===== src/rtl/simon_round_ctrl.sv =====
// Simon Says round sequencer: grows the colour sequence one entry per round,
// plays it back on the LEDs oldest first, then checks the player's presses.
module simon_round_ctrl #(
  parameter int unsigned MAX_LEN        = 32,
  parameter int unsigned ON_CYCLES      = 25000000,
  parameter int unsigned OFF_CYCLES     = 12500000,
  parameter int unsigned TIMEOUT_CYCLES = 250000000
) (
  input  logic        clk,
  input  logic        reset,
  input  logic        start,
  input  logic [1:0]  rand_colour,
  input  logic [65:0] segment,
  input  logic        btn_valid,
  input  logic [1:0]  btn_colour,
  output logic        seg_clear,
  output logic        load_colour,
  output logic [1:0]  new_colour,
  output logic        led_en,
  output logic [1:0]  led_colour,
  output logic        awaiting_input,
  output logic [5:0]  round_len,
  output logic        busy,
  output logic        win,
  output logic        fail
);

  localparam int unsigned MAX_AB = (ON_CYCLES > OFF_CYCLES) ? ON_CYCLES : OFF_CYCLES;
  localparam int unsigned MAX_P0 = (MAX_AB > TIMEOUT_CYCLES) ? MAX_AB : TIMEOUT_CYCLES;
  localparam int unsigned MAX_P  = (MAX_P0 > MAX_LEN) ? MAX_P0 : MAX_LEN;
  localparam int unsigned TW     = (MAX_P > 1) ? $clog2(MAX_P) : 1;

  localparam logic [TW-1:0] ON_LD  = TW'(ON_CYCLES - 1);
  localparam logic [TW-1:0] OFF_LD = TW'(OFF_CYCLES - 1);
  localparam logic [TW-1:0] TO_LD  = TW'(TIMEOUT_CYCLES - 1);
  localparam logic [5:0]    LEN_MAX = 6'(MAX_LEN);

  typedef enum logic [2:0] {
    S_IDLE, S_CLEAR, S_ADD, S_SHOW_ON, S_SHOW_OFF, S_WAIT_IN, S_FAIL, S_WIN
  } state_t;

  state_t        state;
  logic [TW-1:0] timer;
  logic [4:0]    idx;

  function automatic logic [1:0] seg_at(input logic [4:0] i);
    return segment[{1'b0, i, 1'b0} +: 2];
  endfunction

  always_ff @(posedge clk) begin
    if (reset) begin
      state          <= S_IDLE;
      timer          <= '0;
      idx            <= '0;
      seg_clear      <= 1'b0;
      load_colour    <= 1'b0;
      new_colour     <= '0;
      led_en         <= 1'b0;
      led_colour     <= '0;
      awaiting_input <= 1'b0;
      round_len      <= '0;
      busy           <= 1'b0;
      win            <= 1'b0;
      fail           <= 1'b0;
    end else begin
      seg_clear   <= 1'b0;
      load_colour <= 1'b0;
      win         <= 1'b0;
      fail        <= 1'b0;
      unique case (state)
        S_IDLE: begin
          if (start) begin
            state     <= S_CLEAR;
            seg_clear <= 1'b1;
            busy      <= 1'b1;
            timer     <= '0;
          end
        end
        S_CLEAR: begin
          round_len   <= '0;
          new_colour  <= rand_colour;
          load_colour <= 1'b1;
          state       <= S_ADD;
          timer       <= '0;
        end
        S_ADD: begin
          round_len <= round_len + 6'd1;
          idx       <= round_len[4:0];
          // The array shifts at this edge, so the oldest entry after the shift
          // is today's entry round_len-1, or the colour being loaded if empty.
          led_colour <= (round_len == '0) ? new_colour : seg_at(5'(round_len - 6'd1));
          led_en     <= 1'b1;
          timer      <= ON_LD;
          state      <= S_SHOW_ON;
        end
        S_SHOW_ON: begin
          if (timer == '0) begin
            led_en <= 1'b0;
            timer  <= OFF_LD;
            state  <= S_SHOW_OFF;
          end else begin
            timer <= timer - TW'(1);
          end
        end
        S_SHOW_OFF: begin
          if (timer != '0) begin
            timer <= timer - TW'(1);
          end else if (idx != '0) begin
            idx        <= idx - 5'd1;
            led_colour <= seg_at(idx - 5'd1);
            led_en     <= 1'b1;
            timer      <= ON_LD;
            state      <= S_SHOW_ON;
          end else begin
            idx            <= 5'(round_len - 6'd1);
            timer          <= TO_LD;
            awaiting_input <= 1'b1;
            state          <= S_WAIT_IN;
          end
        end
        S_WAIT_IN: begin
          if (btn_valid) begin
            if (btn_colour != seg_at(idx)) begin
              fail           <= 1'b1;
              awaiting_input <= 1'b0;
              timer          <= '0;
              state          <= S_FAIL;
            end else if (idx != '0) begin
              idx   <= idx - 5'd1;
              timer <= TO_LD;
            end else if (round_len < LEN_MAX) begin
              new_colour     <= rand_colour;
              load_colour    <= 1'b1;
              awaiting_input <= 1'b0;
              timer          <= '0;
              state          <= S_ADD;
            end else begin
              win            <= 1'b1;
              awaiting_input <= 1'b0;
              timer          <= '0;
              state          <= S_WIN;
            end
          end else if (timer == '0) begin
            fail           <= 1'b1;
            awaiting_input <= 1'b0;
            state          <= S_FAIL;
          end else begin
            timer <= timer - TW'(1);
          end
        end
        S_FAIL, S_WIN: begin
          busy  <= 1'b0;
          timer <= '0;
          state <= S_IDLE;
        end
        default: state <= S_IDLE;
      endcase
    end
  end

endmodule


===== config.mk =====
export PLATFORM = sky130hd
export DESIGN_NAME = simon_round_ctrl
export DESIGN_NICKNAME = d
export VERILOG_FILES = /design/src/rtl/simon_round_ctrl.sv
export SDC_FILE = /design/constraint.sdc
export NUM_CORES = 1
export LEC_CHECK = 0
export CAP_MARGIN = 15
export CORE_MARGIN = 2
export CORE_UTILIZATION = 30
export CTS_BUF_LIST = sky130_fd_sc_hd__clkbuf_8
export DETAILED_ROUTE_END_ITERATION = 16
export PLACE_DENSITY_LB_ADDON = 0.05
export SKIP_CTS_REPAIR_TIMING = 1
export SLEW_MARGIN = 20
export SYNTH_ARGS = -nofsm -noshare
export SYNTH_HDL_FRONTEND = slang
export SYNTH_SLANG_ARGS = --single-unit

===== constraint.sdc =====
create_clock -name clk -period 8.15 [get_ports clk]
set_input_delay 2.0375 -clock clk [delete_from_list [all_inputs] [get_ports clk]]
set_output_delay 2.0375 -clock clk [all_outputs]
set_load 0.03 [all_outputs]

* Word level (Yosys, flattened, before mapping) *
Index checks and enable logic that the tools add are counted.

storage, ports and cells
  output and inout port bits = 17
  input port bits = 74
  register bits = 53

operators by class
  bitwise operators = 3
  add/subtract/negate cells = 4
  equality and inequality tests = 21
  magnitude comparators = 1
  mux-type cells = 57
  reduce and logical (&&, ||, !) cells = 25
  shift-type cells = 3

operators with widths
  kind                   number
  $mux 28                8
  $shiftx 66x7->2        3
  $pmux 28 s6            1
  $logic_not 28->1       1
  $reduce_bool 28->1     1
  $sub 28x1->28 const B  1
  $mux 3                 9
  $mux 5                 5
  $pmux 3 s7             1
  $ne 2x2->1 const B     10
  $reduce_and 5->1       4
  $mux 1                 18
  $pmux 5 s3             1
  $mux 2                 7
  $eq 3x3->1 const B     4
  $pmux 6 s2             1
  $reduce_bool 2->1      5
  $sub 5x1->5 const B    2
  $pmux 2 s2             2
  $add 6x1->6 const B    1
  $eq 3x2->1 const B     2
  $logic_not 6->1        1
  $lt 6x6->1 const B     1
  $ne 3x3->1 const B     2
  15 further kinds       23

* Depth between registers and ports, before layout *
Gate-level depths: netlist of the first run.

  depth after elaboration = 6
  mapped depth = 13

* Least setup slack after synthesis of the first run *
OpenSTA, ideal clock, no wires.

  path type = input -> register
  start = in segment[46]
  end = reg state[0]
  required time = 8.035 ns
  buffers on the path = 0
  arrival = 3.715 ns
  setup slack = 4.321 ns
  stages on the path = 9
  cells stage by stage = mux2i_1 -> nand3_1 -> nand4_1 -> nand4_1 -> xor2_1 -> nor3_1 -> a21oi_1 -> and4b_1 -> o21a_1

on the way
  longest elaborated chain between the ends = 5

ends and longest elaborated chain
  element                 line  text
  start: declaration      13    input logic [65:0] segment,
  $shiftx 66x7->2 *       47    return segment[{1'b0, i, 1'b0} +: 2];
  $ne 2x2->1 *            123   if (btn_colour != seg_at(idx)) begin
  $mux 3                  123
  $mux 3                  122   if (btn_valid) begin
  $pmux 3 s7              70    unique case (state)
  end signal: assignment  73    state <= S_CLEAR;
  end signal: assignment  118   state <= S_WAIT_IN;
  end signal: assignment  127   state <= S_FAIL;
  end: declaration        42    state_t state;

Every way passes the cells marked *; elsewhere a longest branch is shown, timed or not.
A chain may end at the register's enable or synchronous reset.

* Worst setup path in the final report of the first run *
  start = in btn_valid
  end = reg timer[26]

on the way
  longest elaborated chain between the ends = 2

ends and longest elaborated chain
  element                                                 line  text
  start: declaration                                      14    input logic btn_valid,
  $mux 28 / $ne 3x3->1 (equally long branches)            --
  $pmux 28 s6 / $reduce_and 2->1 (equally long branches)  --
  end signal: assignment                                  102   timer <= timer - TW'(1);
  end signal: assignment                                  107   timer <= timer - TW'(1);
  end signal: assignment                                  148   timer <= timer - TW'(1);
  end: declaration                                        43    logic [TW-1:0] timer;

Several ways; a longest one is shown, not always the timed one.

==> results of run 1 <==
cells in the mapped netlist (8+ instances only):
library cell,number
nand3_1,20
nor2b_1,9
nor2_1,45
a31oi_1,9
dfxtp_1,53
o21ai_0,44
nor3_1,20
nand2_1,57
clkbuf_1,24
a22oi_1,9
xnor2_1,8
mux2i_1,41
mux4_2,40
or3_1,10
inv_1,13
a21oi_1,50
nor4_1,16
xor2_1,8
power breakdown:
group,internal (mW),switching [mW]
sequential,0.280,0.0224
combinational,0.315,0.473
clock,0.0772,0.0973
total,0.672,0.593
final timing paths:
| kind | depth (start not counted) | startpoint | slack [ns] | end |
|---|---|---|---|---|
| worst max register to register | 10 | idx[0] | 4.42 | idx[4] |
| worst min register to register | 2 | timer[11] | 0.48 | timer[11] |
| worst max-delay path | 9 | btn_valid | 3.49 | timer[26] |
| worst min-delay path | 2 | timer[11] | 0.48 | timer[11] |
flip-flops by register name, summed over array words and instances, names as in the netlist:
name,cells
led_en,1
round_len,6
win,1
fail,1
timer,28
idx,5
led_colour,2
seg_clear,1
state,3
load_colour,1
busy,1
awaiting_input,1
new_colour,2
area by class of cell:
class | count | area (µm²)
Fill cell | 1742 | 10300
Timing Repair Buffer | 98 | 956
Sequential cell | 53 | 1060
Inverter | 13 | 48.8
Clock inverter | 1 | 5.00
Tap cell | 220 | 275
Multi-Input combinational cell | 493 | 3750
Clock buffer | 7 | 96.3
through the flow:
stage | area, µm² | utilization, % | total power [mW] | hold WS (ns) | worst slack, ns
after floorplan | 5010 | - | 0.858 | 0.439 | 4.32
after global placement | 6080 | 37.0 | 1.09 | 0.449 | 3.17
after detailed placement | 6090 | 37.0 | 1.10 | 0.460 | 3.11
after CTS | 6190 | 37.6 | 1.28 | 0.473 | 3.47
after global routing | 6190 | 37.6 | 1.36 | 0.504 | 3.30
final | 6190 | 37.6 | 1.27 | 0.477 | 3.49
critical path, cell delays in order:
cell	delay [ns]
clkdlybuf4s50_1	0.45
buf_4	0.25
nor2_1	0.19
a21o_1	0.39
nor3_4	0.60
nand2_1	0.23
nor4_1	0.47
a2111oi_0	0.15
o31ai_1	0.09
layer usage:
layer  share of wire (%)  up-vias  routed length (µm)  track usage, %
li1                    -     2436                   -               -
met1                  42     2473                7590            25.4
met2                  52      148                9470            37.5
met3                 3.8       19                 689            2.44
met4                 2.0        0                 359            6.74
met5                   0        -                   0               0
logic make-up (layout without fill, tap and decap cells):
| kind of cell | Yosys count | after routing |
|---|---|---|
| adder cells (fa/ha/maj) | 5 | 5 |
| AND/OR/NAND/NOR | 222 | 222 |
| AO/OA/AOI/OAI | 166 | 166 |
| flip-flops | 53 | 53 |
| buffers and inverters | 50 | 119 |
| multiplexers | 84 | 84 |
| XOR/XNOR | 16 | 16 |
==> results_dict.tcl, run 1 <==
set metrics [dict create \
    gp_congestion 0.871 \
    instances_no_fill 885 \
    p_per_area_nw_per_um2 204 \
    floorplan.die.height_um 133 \
    setup_viol 0 \
    place_inst 877 \
    power_leakage_nw 2.11 \
    cts_buffer_depth 2 \
    cts_root_buf "clkbuf_8" \
    end_kind "register" \
    synth.top_cell.area_share_pct 21.2 \
    viasPerCell 5.74 \
    syn_nets 675 \
    ys_warn_count 0 \
    async_reset_ff_share_pct 0 \
    cts.sinks 53 \
    path_clk_slew_ns 0.10 \
    core_area_um2 16500 \
    crit_type "in2reg" \
    grt_pass1_wl_um 28800 \
    fin_nets 743 \
    first_iter_violations 239 \
    skew_ns 0.0124 \
    initial_utilization_pct 30.4 \
    hold_class "reg2reg" \
    synth_top_family_by_area "multiplexers" \
    status "finished, final reports clean" \
    synth_adder_area_share_pct 1.25 \
    yosysSeqAreaShare_pct 21.2 \
    netlist_instances 596 \
    clk-insertion-delay-late_ns 0.33 \
    yosysUniqueCellTypes 63 \
    fmax_ghz 0.215 \
    slew_headroom_pct 31.7 \
    synth_top_cell_by_area "dfxtp_1" \
    dpl.hpwl_um 13600 \
    grt_pass1_vias 5111 \
    max_cap_viol_count 0 \
    numPortBuffers 88 \
    diodes 0 \
    cp_max_fo 20 \
    min_period_ns 4.66 \
    yosys-top-cells-area "dfxtp_1, mux4_2, mux2i_1" \
    synthMuxAreaShare_pct 26.9 \
    antenna_found_initial 0 \
    core.rowCount 47 \
    synth_compound_area_share_pct 20.6 \
    ys_ff_latch 53 \
    wl_per_cell_um 20.5 \
    drive_gt1_share_pct 11.6 \
    synth_edf_count 0 \
    vias 5076 \
    avgSynthCellArea_um2 8.40 \
    ys.flop_type "dfxtp_1" \
    track_usage_pct 20.6 \
    arrival_ns 4.90 \
    dr.pass1.iters 5 \
    setup_tns_ns 0 \
    critPathRequiredTime_ns 8.39 \
    htreeDepth 2 \
    synth_area_um2 5010 \
    synth-simple-area-share_pct 23.3 \
    rsz0062_at_grt "false" \
    slew_violations 0 \
    pin_count 91 \
    routed_wl_um 18100 \
    post-route-period-util_pct 57.1 \
    dieArea_um2 17700 \
    hold_violations 0 \
    numCtsBuffers 5 \
    layout_commonest_cell "clkdlybuf4s50_1" \
    grt_max_degree 30 \
    tritoncts "done" \
    grt-ovfl-total 0 \
    ant_nets 0 \
    syn_to_final_growth_pct 23.6 \
    synthXorXnorAreaFrac_pct 2.80 \
    peakVddDrop_v 0.0000867 \
    crit_path_start_kind "primary input" \
    worst_pin_slew_ns 1.02 \
    drc 0 \
    mostFrequentLayoutCells "clkdlybuf4s50_1, nand2_1, dfxtp_1" \
    die_w_um 133 \
]
(Power assumes the default switching activity.)
==> inputs of run 2 (changes only) <==
==> constraint.sdc (replaced) <==
create_clock -name clk -period 4.5 [get_ports clk]
set_input_delay 1.125 -clock clk [delete_from_list [all_inputs] [get_ports clk]]
set_output_delay 1.125 -clock clk [all_outputs]
set_load 0.03 [all_outputs]
==> run 2 against run 1 <==
  * Final area increased by 0.87%
  * Via count up 2.2%
  * Clock power rose by 65%
  * Register-to-register slack got worse by 3.4 ns
  * Non-clock buffer count rose by 10
  * Sequential cell count did not move
  * Final cell count rose by 1.0%
  * Sequential power increased by 82%
  * Worst setup slack worse by 2.6 ns
  * Critical path depth rose by 1
  * Utilization grew 0.33 points
  * Critical endpoint is now timer[4]
  * Highest routed layer unchanged
==> results_dict.tcl, run 2 (synthesis gave the netlist of run 1 again) <==
set metrics [dict create \
    status "finished, final reports clean" \
    peakVddDrop_v 0.000155 \
    largest_reg_flops 28 \
    viasPerCell 5.80 \
    worst_pin_slew_ns 0.910 \
    power_leakage_nw 2.15 \
    fmax_ghz 0.279 \
    r2r_start "idx[0]" \
    cp_common_cell "nand4_1" \
    grt-ovfl-total 0 \
    drc 0 \
    gp_congestion 0.840 \
    numCtsBuffers 5 \
    gr-usage-met2_pct 37.8 \
    top_usage_layer "met2" \
    p_clk_share_pct 12.4 \
    slew_violations 0 \
    dr.pass1.iters 5 \
    crit_family "compound AO/OA/AOI/OAI gates" \
    hold_start "timer[13]" \
    antenna_found_initial 0 \
    ant_nets 0 \
    final_util_pct 37.9 \
    cts_root_buf "clkbuf_8" \
    skew_ns 0.00964 \
    core_area_um2 16500 \
    min_period_ns 3.58 \
    fin_nets 753 \
    first_iter_violations 302 \
    post-route-period-util_pct 79.6 \
    setup_viol 0 \
    routed_wl_um 18200 \
    crit_chain "clkdlybuf4s50_1, mux2i_1, a22oi_1, nand4_1, nand4_1, xor2_1, nor2_1, a31oi_1, o21ai_0, a32o_1" \
    numPortBuffers 88 \
    sequentialPowerShare_pct 23.9 \
    hold_violations 0 \
    largestRegisters "timer (28), round_len (6), idx (5)" \
    combinationalPowerShare_pct 63.7 \
    layout_commonest_cell "clkdlybuf4s50_1" \
    pin_count 91 \
    crit_type "in2reg" \
    die_w_um 133 \
    critPathBufInv 1 \
    top_register "timer" \
    core.rowCount 47 \
    grt_max_degree 28 \
    rsz0062_at_grt "false" \
    arrival_ns 3.80 \
    p_int_mw 1.23 \
    drive_gt1_share_pct 12.5 \
    met3_usage_pct 2.28 \
    netSwitchingPower_mw 1.08 \
    crit_slowest_cell "a31oi_1" \
    dpl.hpwl_um 13900 \
    mostFrequentLayoutCells "clkdlybuf4s50_1, nand2_1, dfxtp_1" \
    cts_buffer_depth 2 \
    initial_utilization_pct 30.4 \
    slew_headroom_pct 39.1 \
    clk-insertion-delay-late_ns 0.32 \
    p_sw_share_pct 46.6 \
    max_cap_viol_count 0 \
    syn_to_final_growth_pct 24.7 \
    diodes 0 \
    cp-startpoint "segment[6]" \
    hold_class "reg2reg" \
    crit_path_start_kind "primary input" \
    cp_max_fo 6 \
    wl_per_cell_um 20.4 \
    setup_tns_ns 0 \
    vias 5187 \
    dieArea_um2 17700 \
    max_stage_delay_ns 0.52 \
    track_usage_pct 20.4 \
    p_per_area_nw_per_um2 369 \
    critPathRequiredTime_ns 4.71 \
    grt_pass1_vias 5239 \
    end_kind "register" \
    use_met1_pct 24.2 \
    floorplan.die.height_um 133 \
    tritoncts "done" \
    path_clk_slew_ns 0.09 \
    cts.sinks 53 \
    nFillCells 1696 \
    htreeDepth 2 \
    grt_pass1_wl_um 28500 \
]
## run 2: changes by cell type in the layout (fill, tap and decap cells not counted), sizes merged
cell	delta
buf	+10
clkinv	-1
inv	+1
clkbuf	-1
## run 2: worst paths after layout
kind	end	slack, ns	cells after the start
setup / recovery	timer[4]	0.92	10
hold / removal	timer[13]	0.49	2
setup reg to reg	led_colour[1]	0.98	8
hold reg to reg	timer[13]	0.49	2
## run 2: tightest hold or removal path, cell delays in order (launching register included)
cell and delay (ns):
dfxtp_1 0.32, o21ai_0 0.06, o21ai_0 0.07
## run 2: layout make-up
type	instances	area [µm²]	share of cell area, %
well taps	220	275	4.41
multi-input cells	493	3740	59.9
clock buffers	6	82.6	1.32
flip-flops and latches	53	1060	17.0
inverters	13	48.8	0.781
repair buffers	108	1030	16.5
clock inverters	1	3.75	0.0601
## run 2: per-stage QoR
| stage | worst slack, ns | cells | power (mW) | hold WS, ns | instance area, µm² |
|---|---|---|---|---|---|
| final | 0.917 | 894 | 2.31 | 0.488 | 6250 |
| after global placement | 0.563 | 887 | 2.01 | 0.450 | 6160 |
| after floorplan | 0.740 | 596 | 1.55 | 0.439 | 5010 |
| after detailed placement | 0.577 | 887 | 2.02 | 0.478 | 6160 |
| after CTS | 0.924 | 894 | 2.32 | 0.495 | 6250 |
| after global routing | 0.640 | 894 | 2.47 | 0.525 | 6250 |
## run 2: layer usage
layer | up-vias | share of wire, %
li1 | 2452 | -
met1 | 2547 | 41
met2 | 165 | 52
met3 | 23 | 3.8
met4 | 0 | 2.9
met5 | - | 0
## run 2: power by group through the flow
stage          combinational (mW)  clock, mW  sequential [mW]
6_report                     1.47      0.287            0.551
5_1_grt                      1.60      0.314            0.558
4_1_cts                      1.47      0.300            0.551
3_5_place_dp                 1.46          0            0.562
3_3_place_gp                 1.45          0            0.561
2_1_floorplan               0.988          0            0.566
==> inputs of run 3 (changes only) <==
==> constraint.sdc (replaced) <==
create_clock -name clk -period 3.7 [get_ports clk]
set_input_delay 0.925 -clock clk [delete_from_list [all_inputs] [get_ports clk]]
set_output_delay 0.925 -clock clk [all_outputs]
set_load 0.03 [all_outputs]
==> run 3 against run 2 <==
  * Final area rose by 3.6%
  * Final cell count grew 3.1%
  * Sequential share of layout area fell by 0.58 points
==> results_dict.tcl, run 3 (synthesis gave the netlist of run 1 again) <==
set metrics [dict create \
    cts_buffer_depth 2 \
    diodes 0 \
    max_cap_viol_count 0 \
    rr_worst_depth 10 \
    hold_ws_ns 0.481 \
    rsz0062_at_grt "false" \
    register_area_um2 1060 \
    layout_commonest_cell "clkdlybuf4s50_1" \
    p_per_area_nw_per_um2 453 \
    slew_violations 0 \
    crit_end "timer[0]" \
    nFillCells 1687 \
    drc 0 \
    initial_utilization_pct 30.4 \
    dpl_cell_area_um2 6380 \
    vias 5275 \
    max_stage_delay_ns 0.51 \
    wl_per_cell_um 20.1 \
    track_usage_pct 21.1 \
    antenna_found_initial 0 \
    min_period_ns 3.25 \
    arrival_ns 3.47 \
    cp_max_fo 5 \
    floorplan.die.height_um 133 \
    r2r_start "idx[0]" \
    fin_nets 781 \
    r2r-end "led_colour[0]" \
    core_area_um2 16500 \
    crit_family "compound AO/OA/AOI/OAI gates" \
    grt_pass1_vias 5416 \
    grt_max_degree 26 \
    end_kind "register" \
    numPortBuffers 88 \
    clk-insertion-delay-late_ns 0.32 \
    first_iter_violations 309 \
    pin_count 91 \
    core.rowCount 47 \
    largest_reg_flops 28 \
    critPathRequiredTime_ns 3.92 \
    rrSetupSlack_ns 0.62 \
    multiInputGateArea_um2 3740 \
    crit_chain "clkdlybuf4s50_1, mux2i_1, a21oi_1, nand4_1, nand4_1, xor2_1, nor2_1, a31oi_1, buf_4, a21oi_1, o221a_2" \
    crit_slowest_cell "clkdlybuf4s50_1" \
    cts.sinks 53 \
    cts_root_buf "clkbuf_8" \
    status "finished, final reports clean" \
    tritoncts "done" \
    worst_pin_slew_ns 0.803 \
    numCtsBuffers 5 \
    dpl.hpwl_um 14500 \
    ant_nets 0 \
    fmax_ghz 0.308 \
    skew_ns 0.00383 \
    hold_start "timer[11]" \
    cp_num_cells 11 \
    setup_tns_ns 0 \
    top_register "timer" \
    instances_no_fill 922 \
    largestRegisters "timer (28), round_len (6), idx (5)" \
    dr.pass1.iters 4 \
    whs_path_depth 2 \
    place_inst 915 \
    stdcell_area_um2 6470 \
    die_w_um 133 \
    syn_to_final_growth_pct 29.2 \
    critPathBufInv 2 \
    path_clk_slew_ns 0.10 \
    cp-startpoint "segment[36]" \
    grt_pass1_wl_um 29500 \
    slew_headroom_pct 46.1 \
    viasPerCell 5.72 \
    setup_viol 0 \
    hold_violations 0 \
    peakVddDrop_v 0.000177 \
    dieArea_um2 17700 \
    drive_gt1_share_pct 16.0 \
    hold_class "reg2reg" \
    post-route-period-util_pct 87.9 \
    power_leakage_nw 2.29 \
    mostFrequentLayoutCells "clkdlybuf4s50_1, nand2_1, dfxtp_1" \
    crit_type "in2reg" \
    routed_wl_um 18600 \
    crit_path_start_kind "primary input" \
    gp_congestion 0.909 \
    grt-ovfl-total 0 \
    htreeDepth 2 \
]
-- run 3: cell types whose count changed in the layout (fill, tap and decap cells not counted) --
cell	change
buf_4	+27
buf_12	+1
-- run 3: worst min-delay path by stage --
stage	endpoint	slack (ns)
after floorplan	timer[11]	0.44
after global placement	timer[11]	0.45
after detailed placement	timer[11]	0.46
after CTS	timer[11]	0.48
after global routing	timer[25]	0.52
final	timer[11]	0.48
-- run 3: layout make-up --
cell class | instances | area share, %
tap | 220 | 4.26
sequential | 53 | 16.4
clock inverter | 1 | 0.0580
timing repair buffer | 136 | 19.4
inverter | 13 | 0.754
clock buffer | 6 | 1.28
multi-input combinational | 493 | 57.9
-- run 3: report_power, final --
group | switching [mW] | total (mW) | internal, mW
clock network | 0.213 | 0.360 | 0.147
registers | 0.0574 | 0.674 | 0.616
logic | 1.08 | 1.89 | 0.816
-- run 3: per-layer routing --
metal / track usage (%) / vias up / wire length (µm)
met5: 0 / - / 0
met1: 24.9 / 2587 / 7750
met2: 39.0 / 143 / 9550
met3: 2.44 / 36 / 643
li1: - / 2509 / -
met4: 8.51 / 0 / 623
-- run 3: worst register-to-register path: cells and delay by family, from the launching register on --
kind                       cells  cell delay, ns
AOI/OAI and AO/OA              1            0.11
adders and majority gates      1            0.27
buffers and inverters          3            0.66
DFF                            1            0.64
muxes                          4            1.26
and+or+nand+nor                1            0.05
-- run 3: per-stage QoR --
stage	setup slack (ns)	utilization, %	power (mW)
after floorplan	0.151	-	1.89
after global placement	0.110	38.8	2.56
after detailed placement	0.114	38.8	2.57
after CTS	0.464	39.3	2.94
after global routing	0.328	39.3	3.14
final	0.448	39.3	2.93
